--- src/rtl/pll_lock_sequencer.sv ---
// pll_lock_sequencer
//   Power-up and recovery sequencer for the multi-output system PLL. Runs on the PLL
//   reference clock. It pulses the PLL reset, waits for a filtered lock, and retries on
//   timeout. It holds the core system reset until the clocks are stable, then releases it.
//   The sequence re-runs on loss of lock or on a software restart request.
//
// Ports
//   refclk_i        reference clock (sole clock)
//   rst_i           asynchronous active-high reset
//   pll_locked_i    PLL lock indication, asynchronous; synchronised by two flops
//   restart_i       single-cycle synchronous request to re-initialise the PLL
//   pll_rst_o       reset to the PLL
//   sys_rst_o       core system reset, active-high
//   ready_o         high only in RUN, with sys_rst_o low
//   lock_lost_o     one-cycle pulse when synced lock drops in HOLD or RUN
//   retry_count_o   number of lock timeouts, saturating at 255
//   state_o         FSM state encoding, for debug
//
// All outputs are registered. The output flops load values decoded from the next state,
// so they always agree with state_o.

module pll_lock_sequencer #(
  parameter int unsigned RST_PULSE_CYCLES   = 32,
  parameter int unsigned LOCK_STABLE_CYCLES = 256,
  parameter int unsigned LOCK_TIMEOUT       = 65536,
  parameter int unsigned SYS_RST_HOLD       = 64,
  parameter int unsigned CNT_W              = 17
) (
  input  logic       refclk_i,
  input  logic       rst_i,
  input  logic       pll_locked_i,
  input  logic       restart_i,
  output logic       pll_rst_o,
  output logic       sys_rst_o,
  output logic       ready_o,
  output logic       lock_lost_o,
  output logic [7:0] retry_count_o,
  output logic [2:0] state_o
);

  typedef enum logic [2:0] {
    StPllRst   = 3'd0,
    StWaitLock = 3'd1,
    StStable   = 3'd2,
    StHold     = 3'd3,
    StRun      = 3'd4
  } state_e;

  // Terminal counts. The shared counter is cleared on every state change, so each
  // state spends exactly "last + 1" cycles before its expiry transition.
  localparam logic [CNT_W-1:0] RstLast     = CNT_W'(RST_PULSE_CYCLES - 1);
  localparam logic [CNT_W-1:0] StableLast  = CNT_W'(LOCK_STABLE_CYCLES - 1);
  localparam logic [CNT_W-1:0] TimeoutLast = CNT_W'(LOCK_TIMEOUT - 1);
  localparam logic [CNT_W-1:0] HoldLast    = CNT_W'(SYS_RST_HOLD - 1);

  state_e           state_q, state_d;
  logic [CNT_W-1:0] cnt_q, cnt_d;
  logic [7:0]       retry_q, retry_d;
  logic             sync1_q, sync2_q;
  logic             lk;
  logic             pll_rst_q, pll_rst_d;
  logic             sys_rst_q, sys_rst_d;
  logic             ready_q, ready_d;
  logic             lock_lost_q, lock_lost_d;

  // Two-flop synchroniser for the asynchronous lock input.
  always_ff @(posedge refclk_i or posedge rst_i) begin
    if (rst_i) begin
      sync1_q <= 1'b0;
      sync2_q <= 1'b0;
    end else begin
      sync1_q <= pll_locked_i;
      sync2_q <= sync1_q;
    end
  end

  assign lk = sync2_q;

  // Next-state logic.
  always_comb begin
    state_d     = state_q;
    cnt_d       = cnt_q + CNT_W'(1);
    retry_d     = retry_q;
    lock_lost_d = 1'b0;

    case (state_q)
      StPllRst: begin
        // restart is deliberately ignored: the PLL is already being reset.
        if (cnt_q == RstLast) state_d = StWaitLock;
      end

      StWaitLock: begin
        if (restart_i) begin
          state_d = StPllRst;
        end else if (lk) begin
          state_d = StStable;
        end else if (cnt_q == TimeoutLast) begin
          state_d = StPllRst;
          if (retry_q != 8'hFF) retry_d = retry_q + 8'd1;
        end
      end

      StStable: begin
        // A lock drop outranks restart; falling back to WAITLOCK restarts the timeout.
        if (!lk) begin
          state_d = StWaitLock;
        end else if (restart_i) begin
          state_d = StPllRst;
        end else if (cnt_q == StableLast) begin
          state_d = StHold;
        end
      end

      StHold: begin
        if (!lk) begin
          state_d     = StPllRst;
          lock_lost_d = 1'b1;
        end else if (restart_i) begin
          state_d = StPllRst;
        end else if (cnt_q == HoldLast) begin
          state_d = StRun;
        end
      end

      StRun: begin
        // No expiry in RUN; hold the counter still instead of letting it wrap.
        cnt_d = cnt_q;
        if (!lk) begin
          state_d     = StPllRst;
          lock_lost_d = 1'b1;
        end else if (restart_i) begin
          state_d = StPllRst;
        end
      end

      default: begin
        // Unused encodings recover through a full PLL reset.
        state_d = StPllRst;
      end
    endcase

    if (state_d != state_q) cnt_d = '0;
  end

  // Outputs are decoded from the next state so the registered copies switch on the
  // same edge as the state itself; this keeps ready and sys_rst mutually consistent.
  always_comb begin
    pll_rst_d = (state_d == StPllRst);
    sys_rst_d = (state_d != StRun);
    ready_d   = (state_d == StRun);
  end

  always_ff @(posedge refclk_i or posedge rst_i) begin
    if (rst_i) begin
      state_q     <= StPllRst;
      cnt_q       <= '0;
      retry_q     <= 8'd0;
      pll_rst_q   <= 1'b1;
      sys_rst_q   <= 1'b1;
      ready_q     <= 1'b0;
      lock_lost_q <= 1'b0;
    end else begin
      state_q     <= state_d;
      cnt_q       <= cnt_d;
      retry_q     <= retry_d;
      pll_rst_q   <= pll_rst_d;
      sys_rst_q   <= sys_rst_d;
      ready_q     <= ready_d;
      lock_lost_q <= lock_lost_d;
    end
  end

  assign pll_rst_o     = pll_rst_q;
  assign sys_rst_o     = sys_rst_q;
  assign ready_o       = ready_q;
  assign lock_lost_o   = lock_lost_q;
  assign retry_count_o = retry_q;
  assign state_o       = state_q;

endmodule

--- config.mk ---
export PLATFORM = sky130hd
export DESIGN_NAME = pll_lock_sequencer
export DESIGN_NICKNAME = d
export VERILOG_FILES = /design/src/rtl/pll_lock_sequencer.sv
export SDC_FILE = /design/constraint.sdc
export NUM_CORES = 1
export LEC_CHECK = 0
export CORE_MARGIN = 4
export CORE_UTILIZATION = 40
export DETAILED_ROUTE_END_ITERATION = 12
export PLACE_DENSITY = 0.62
export SYNTH_ARGS = -nofsm -noshare
export SYNTH_HDL_FRONTEND = slang
export SYNTH_SLANG_ARGS = --single-unit
--- constraint.sdc ---
create_clock -name refclk_i -period 1.85 [get_ports refclk_i]
set_input_delay 0.185 -clock refclk_i [delete_from_list [all_inputs] [get_ports refclk_i]]
set_output_delay 0.185 -clock refclk_i [all_outputs]
set_load 0.01 [all_outputs]
==> results.toml, run 1 <==
[timing]
skew_ns = 0.007227
finalCritPeriodShare = 1.052
hold-worst-slack_ns = 0.2855
maxSlewHeadroom = 0.7125
rsz0062_at_grt = "yes"
setup_viol = 18
finalWorstSetupSlack_ns = -0.09544
tightest_slew_ns = 0.4313
hold_viol = 0
finalCriticalPeriod_ns = 1.945
report.final.slew_viol_count = 0
max_freq_ghz = 0.5140

[pwr]
p_leak_nw = 1.103
ir_drop_v = 0.0003764
power_density_mw_per_mm2 = 652.9

[detailed_routing]
vias_per_cell = 5.511
wl_mm = 4.290
post_drt_wl_per_cell_um = 15.43
ant_nets = 0
first_iter_violations = 80
vias = 1532
drt_first_pass_iters = 4
remaining_drc_errors = 0

[floorplan]
die-area_mm2 = 0.005481
die_h_um = 74.04
ios = 19
die_w_um = 74.04
start_util = 0.4238
rows = 23
fp.coreArea_mm2 = 0.004115

[critical_path]
path_delay_family = "compound AO/OA/AOI/OAI gates"
worst_setup_path_start_kind = "flip-flop"
worst-path-max-fanout = 8
cpPeakStageDelay_ns = 0.42
endpoint_kind = "flip-flop"
cp_data_required_time_ns = 2.03
cp_cell_sequence = "nand2b_4 > or3_1 > o32a_1 > a211oi_4 > buf_6 > nor3_1"
cp_slowest_cell = "dfrtp_1"
crit_buf_inv = 1
crit_arrival_ns = 2.12
critPathKind = "reg2reg"

[yosys]
synth_fp_nets = 183
synth_cell_types = 34
syn_inst = 176
synthArstFlopShare = 1.000
yosysSeqAreaShare = 0.4892
syn_area_per_cell_um2 = 9.910
syn-cell-area_mm2 = 0.001744
synth-edff-count = 0
ys_ff_latch = 34
yosys_warnings = 0
synth-main-ff-cell = "dfrtp_1"

[status]
failed_checks = "setup timing"
status = "finished with violations"

[layout]
fill_cells = 335
final_common_cell = "dfrtp_1"
antennaDiodeCount = 0
area_growth_pct = 42.54
drive_gt1_frac = 0.3421
layout_common_cells = "dfrtp_1 (32), buf_4 (30), clkdlybuf4s50_1 (18)"
fin_nets = 234
fin_util = 0.6041

[global_route]
grt_usage = 0.1732
grt_pass1_vias = 1548
grt_pass1_wl_mm = 7.203
antenna_found_initial = 0
grt_start_max_net_pins = 35
overflow = 0

[clocking]
cts_max_level = 2
cts_tree = "done"
cts_max_path_buffers = 2
post_cts_hold_buffer_count = 0
cts_sinks = 34
insertion_delay_ns = 0.29
cts_root_buffer = "clkbuf_8"
path_clk_slew_ns = 0.07
numCtsBuffers = 5

[placed_design]
portBuffers = 18
dpl_worst_slack_ns = -0.2282
globalplace.congestion = 0.8462
hpwl_mm = 2.794

[min_path]
hold_class = "in2async"

[run]
max_cap_violations = 0
through the flow:
stage / instances / total power, mW / TNS, ns / cell area (um2)
2_1_floorplan: 176 / 0.9191 / -1.399 / 1762
3_3_place_gp: 262 / 1.002 / -2.126 / 2157
3_5_place_dp: 262 / 1.021 / -2.742 / 2157
4_1_cts: 274 / 1.625 / -1.022 / 2355
5_1_grt: 278 / 1.701 / -2.762 / 2486
6_report: 278 / 1.623 / -1.506 / 2486
area by class of cell:
class	count	area, um2	share of cell area
flip-flops and latches	34	853.3	0.3432
inverters	2	7.507	0.003020
clock buffers	6	82.58	0.03322
repair buffers	54	466.7	0.1877
multi-input cells	130	1001	0.4026
clock inverters	2	12.51	0.005033
well taps	50	62.56	0.02516
worst register-to-register path, stage by stage (launching register included):
cell and delay, ns:
dfrtp_1 0.42, nand2b_4 0.16, or3_1 0.32, o32a_1 0.36, a211oi_4 0.31, buf_6 0.19, nor3_1 0.06
sequential cells by signal (all words and copies together) (netlist names):
| register | cells |
|---|---|
| lk | 1 |
| state_o | 3 |
| ready_o | 1 |
| pll_rst_o | 1 |
| retry_count_o | 8 |
| sync1_q | 1 |
| cnt_q | 17 |
| lock_lost_o | 1 |
| sys_rst_o | 1 |
synthesized netlist by cell type (3+ instances only):
library cell	number	area, um2
a21oi_1	3	15.01
and3_1	4	25.02
and4_1	6	52.55
buf_2	4	20.02
clkbuf_1	5	18.77
dfrtp_1	32	800.8
ha_1	3	37.54
nand2_1	15	56.30
nand3_1	8	40.04
nand4_1	10	62.56
nor2_1	15	56.30
nor3_1	17	85.08
nor4_1	4	25.02
xnor2_1	13	113.9
xor2_1	9	78.83
layer usage:
layer,GRT usage,routed length (um),vias up
met1,0.2099,1815,744
li1,-,-,731
met3,0.05541,242,11
met4,0.06640,75,0
met5,0,0,-
met2,0.2874,2157,46
cells by family (layout without fill, tap and decap cells):
group / Yosys count / in the layout / synth area share
buffers and inverters: 12 / 64 / 0.03300
AND/OR/NAND/NOR: 93 / 93 / 0.2891
multiplexers: 2 / 2 / 0.01219
XOR/XNOR: 22 / 22 / 0.1105
flip-flops: 34 / 34 / 0.4892
AO/OA/AOI/OAI: 10 / 10 / 0.04448
adder cells (fa/ha/maj): 3 / 3 / 0.02152
final timing paths:
path / startpoint / end / slack, ns / cells after the start
worst min-delay path: rst_i / sync1_q / 0.29 / 3
min in group refclk_i: pll_locked_i / sync1_q / 0.32 / 1
max in group asynchronous: rst_i / pll_rst_o / 1.21 / 3
worst max register to register: state_o[2] / cnt_q[9] / -0.1 / 6
worst min register to register: sync1_q / lk / 0.36 / 0
worst max-delay path: state_o[2] / cnt_q[9] / -0.1 / 6
report_power, final:
| group | leakage (nW) | switching [mW] | internal, mW |
|---|---|---|---|
| clock network | 0.0472 | 0.277 | 0.299 |
| registers | 0.458 | 0.0254 | 0.781 |
| logic | 0.598 | 0.112 | 0.129 |
timing repair:
| action | CTS | global route |
|---|---|---|
| setup buffers | 4 | 5 |
| pin swaps | 6 | 9 |
| gates cloned | 1 | 0 |
| gates resized for setup | 21 | 21 |
| endpoints found under the setup margin | 25 | 26 |
Note: power is estimated with default switching activity, not from simulation.
==> run 2: changes to the inputs <==
MAX_ROUTING_LAYER = met4   (was not set)
SKIP_LAST_GASP = 1   (was not set)
==> run 2 against run 1 <==
The run still ends with setup timing left. Register-to-register slack about the same. Clock skew about the same. Sequential power about the same. Non-clock buffer count unchanged. Clock-buffer cell count unchanged. Highest routed layer unchanged.
==> results.toml, run 2 (same netlist as run 1, synthesis figures left out) <==
[detailed_routing]
vias = 1525
wl_mm = 4.299
remaining_drc_errors = 0
vias_per_cell = 5.486
drt_first_pass_iters = 4
ant_nets = 0
post_drt_wl_per_cell_um = 15.46
first_iter_violations = 42

[critical_path]
cp_data_required_time_ns = 2.03
worst_setup_path_start_kind = "flip-flop"
crit_arrival_ns = 2.13
cp_slowest_cell = "o32a_1"
worst-path-max-fanout = 8
critPathKind = "reg2reg"
endpoint_kind = "flip-flop"
cpPeakStageDelay_ns = 0.40
cp_cell_sequence = "ha_2 > and4_4 > nand2_2 > o32a_1 > a211oi_4 > buf_6 > nor3_1"

[pwr]
switchingPower_mw = 0.4156
ir_drop_v = 0.0003764
power_frac_seq = 0.496
intPower_mw = 1.209
swShare = 0.2558
p_clk_frac = 0.355
power_density_mw_per_mm2 = 654.2
total_power_mw = 1.625
combPwrFrac = 0.148
p_leak_nw = 1.103

[timing]
finalCritPeriodShare = 1.054
finalCriticalPeriod_ns = 1.951
finalSetupTns_ns = -1.597
hold_viol = 0
report.final.slew_viol_count = 0
maxSlewHeadroom = 0.7135
hold-worst-slack_ns = 0.2913
max_freq_ghz = 0.5127
rsz0062_at_grt = "yes"
tightest_slew_ns = 0.4258
setup_viol = 18
finalWorstSetupSlack_ns = -0.1006
skew_ns = 0.007521

[clocking]
cts_tree = "done"
numCtsBuffers = 5
cts_root_buffer = "clkbuf_8"
cts_max_level = 2
cts_max_path_buffers = 2
insertion_delay_ns = 0.30
post_cts_hold_buffer_count = 0
cts_sinks = 34
path_clk_slew_ns = 0.07

[placed_design]
portBuffers = 18
hpwl_mm = 2.794
globalplace.congestion = 0.8595
place_inst = 262

[floorplan]
rows = 23
die_w_um = 74.04
die-area_mm2 = 0.005481
die_h_um = 74.04
start_util = 0.4238
fp.coreArea_mm2 = 0.004115
ios = 19

[layout]
final_common_cell = "dfrtp_1"
antennaDiodeCount = 0
layout_common_cells = "dfrtp_1 (32), buf_4 (30), clkdlybuf4s50_1 (18)"
top_register = "cnt_q"
largest_reg_flops = 17
area_growth_pct = 42.40
final_cells = 278
fill_cells = 336
fin_nets = 234
drive_gt1_frac = 0.3377

[global_route]
overflow = 0
antenna_found_initial = 0
grt_usage = 0.1790
grt_pass1_vias = 1559
grt_start_max_net_pins = 35
grt_pass1_wl_mm = 7.203

[min_path]
hold_class = "in2async"

[status]
failed_checks = "setup timing"
status = "finished with violations"

[run]
max_cap_violations = 0
==> run 2: cell count changes in the layout (fill, tap and decap cells not counted) <==
| cell | change |
|---|---|
| nor2_2 | -1 |
| nor2_1 | +1 |
==> run 2: final timing paths <==
check                        startpoint   endpoint  slack, ns  cells past startpoint
max in group asynchronous         rst_i  pll_rst_o       1.21                      3
hold reg to reg                 sync1_q         lk       0.36                      0
min in group refclk_i      pll_locked_i    sync1_q       0.32                      1
setup / recovery               cnt_q[0]   cnt_q[9]      -0.10                      7
setup reg to reg               cnt_q[0]   cnt_q[9]      -0.10                      7
hold / removal                    rst_i         lk       0.29                      3
==> run 2: final cells by class <==
class	instances	area, um2	area share
multi-input cells	130	998.5	0.4020
flip-flops and latches	34	853.3	0.3436
repair buffers	54	466.7	0.1879
clock buffers	6	82.58	0.03325
well taps	50	62.56	0.02519
clock inverters	2	12.51	0.005038
inverters	2	7.507	0.003023
==> run 2: metal layers <==
| metal | part of all wire | vias to the layer above | global-route usage | wire, um |
|---|---|---|---|---|
| li1 | - | 733 | - | - |
| met1 | 0.43 | 743 | 0.2099 | 1838 |
| met4 | 0.017 | 0 | 0.06640 | 74 |
| met3 | 0.047 | 12 | 0.05541 | 204 |
| met5 | 0 | - | - | 0 |
| met2 | 0.51 | 37 | 0.2884 | 2182 |
==> run 2: power by group through the flow <==
stage / Sequential (mW) / Combinational [mW] / Clock, mW
6_report: 0.806 / 0.241 / 0.577
2_1_floorplan: 0.823 / 0.0961 / 0
3_5_place_dp: 0.820 / 0.202 / 0
5_1_grt: 0.809 / 0.261 / 0.631
3_3_place_gp: 0.814 / 0.188 / 0
4_1_cts: 0.807 / 0.215 / 0.604
==> run 2: critical path: cells and delay by family, from the launching register on <==
kind            cells  cell delay, ns
buf+inv             1            0.19
simple gates        3            0.37
flops               1            0.37
fa+ha+maj           1            0.19
compound gates      2            0.72
==> run 2: what timing repair did <==
action,CTS,global route
setup buffers,4,5
hold endpoints to repair,0,0
gates resized for setup,21,20
gates cloned,1,0
setup endpoints to repair,25,26
pin swaps,6,9
==> run 2: metrics by stage <==
stage / instance area, um2 / util / worst slack [ns]
floorplan: 1762 / - / -0.1381
global placement: 2157 / 0.5242 / -0.1303
detailed placement: 2157 / 0.5242 / -0.2282
CTS: 2355 / 0.5722 / -0.07098
global route: 2484 / 0.6035 / -0.1549
finish: 2484 / 0.6035 / -0.1006
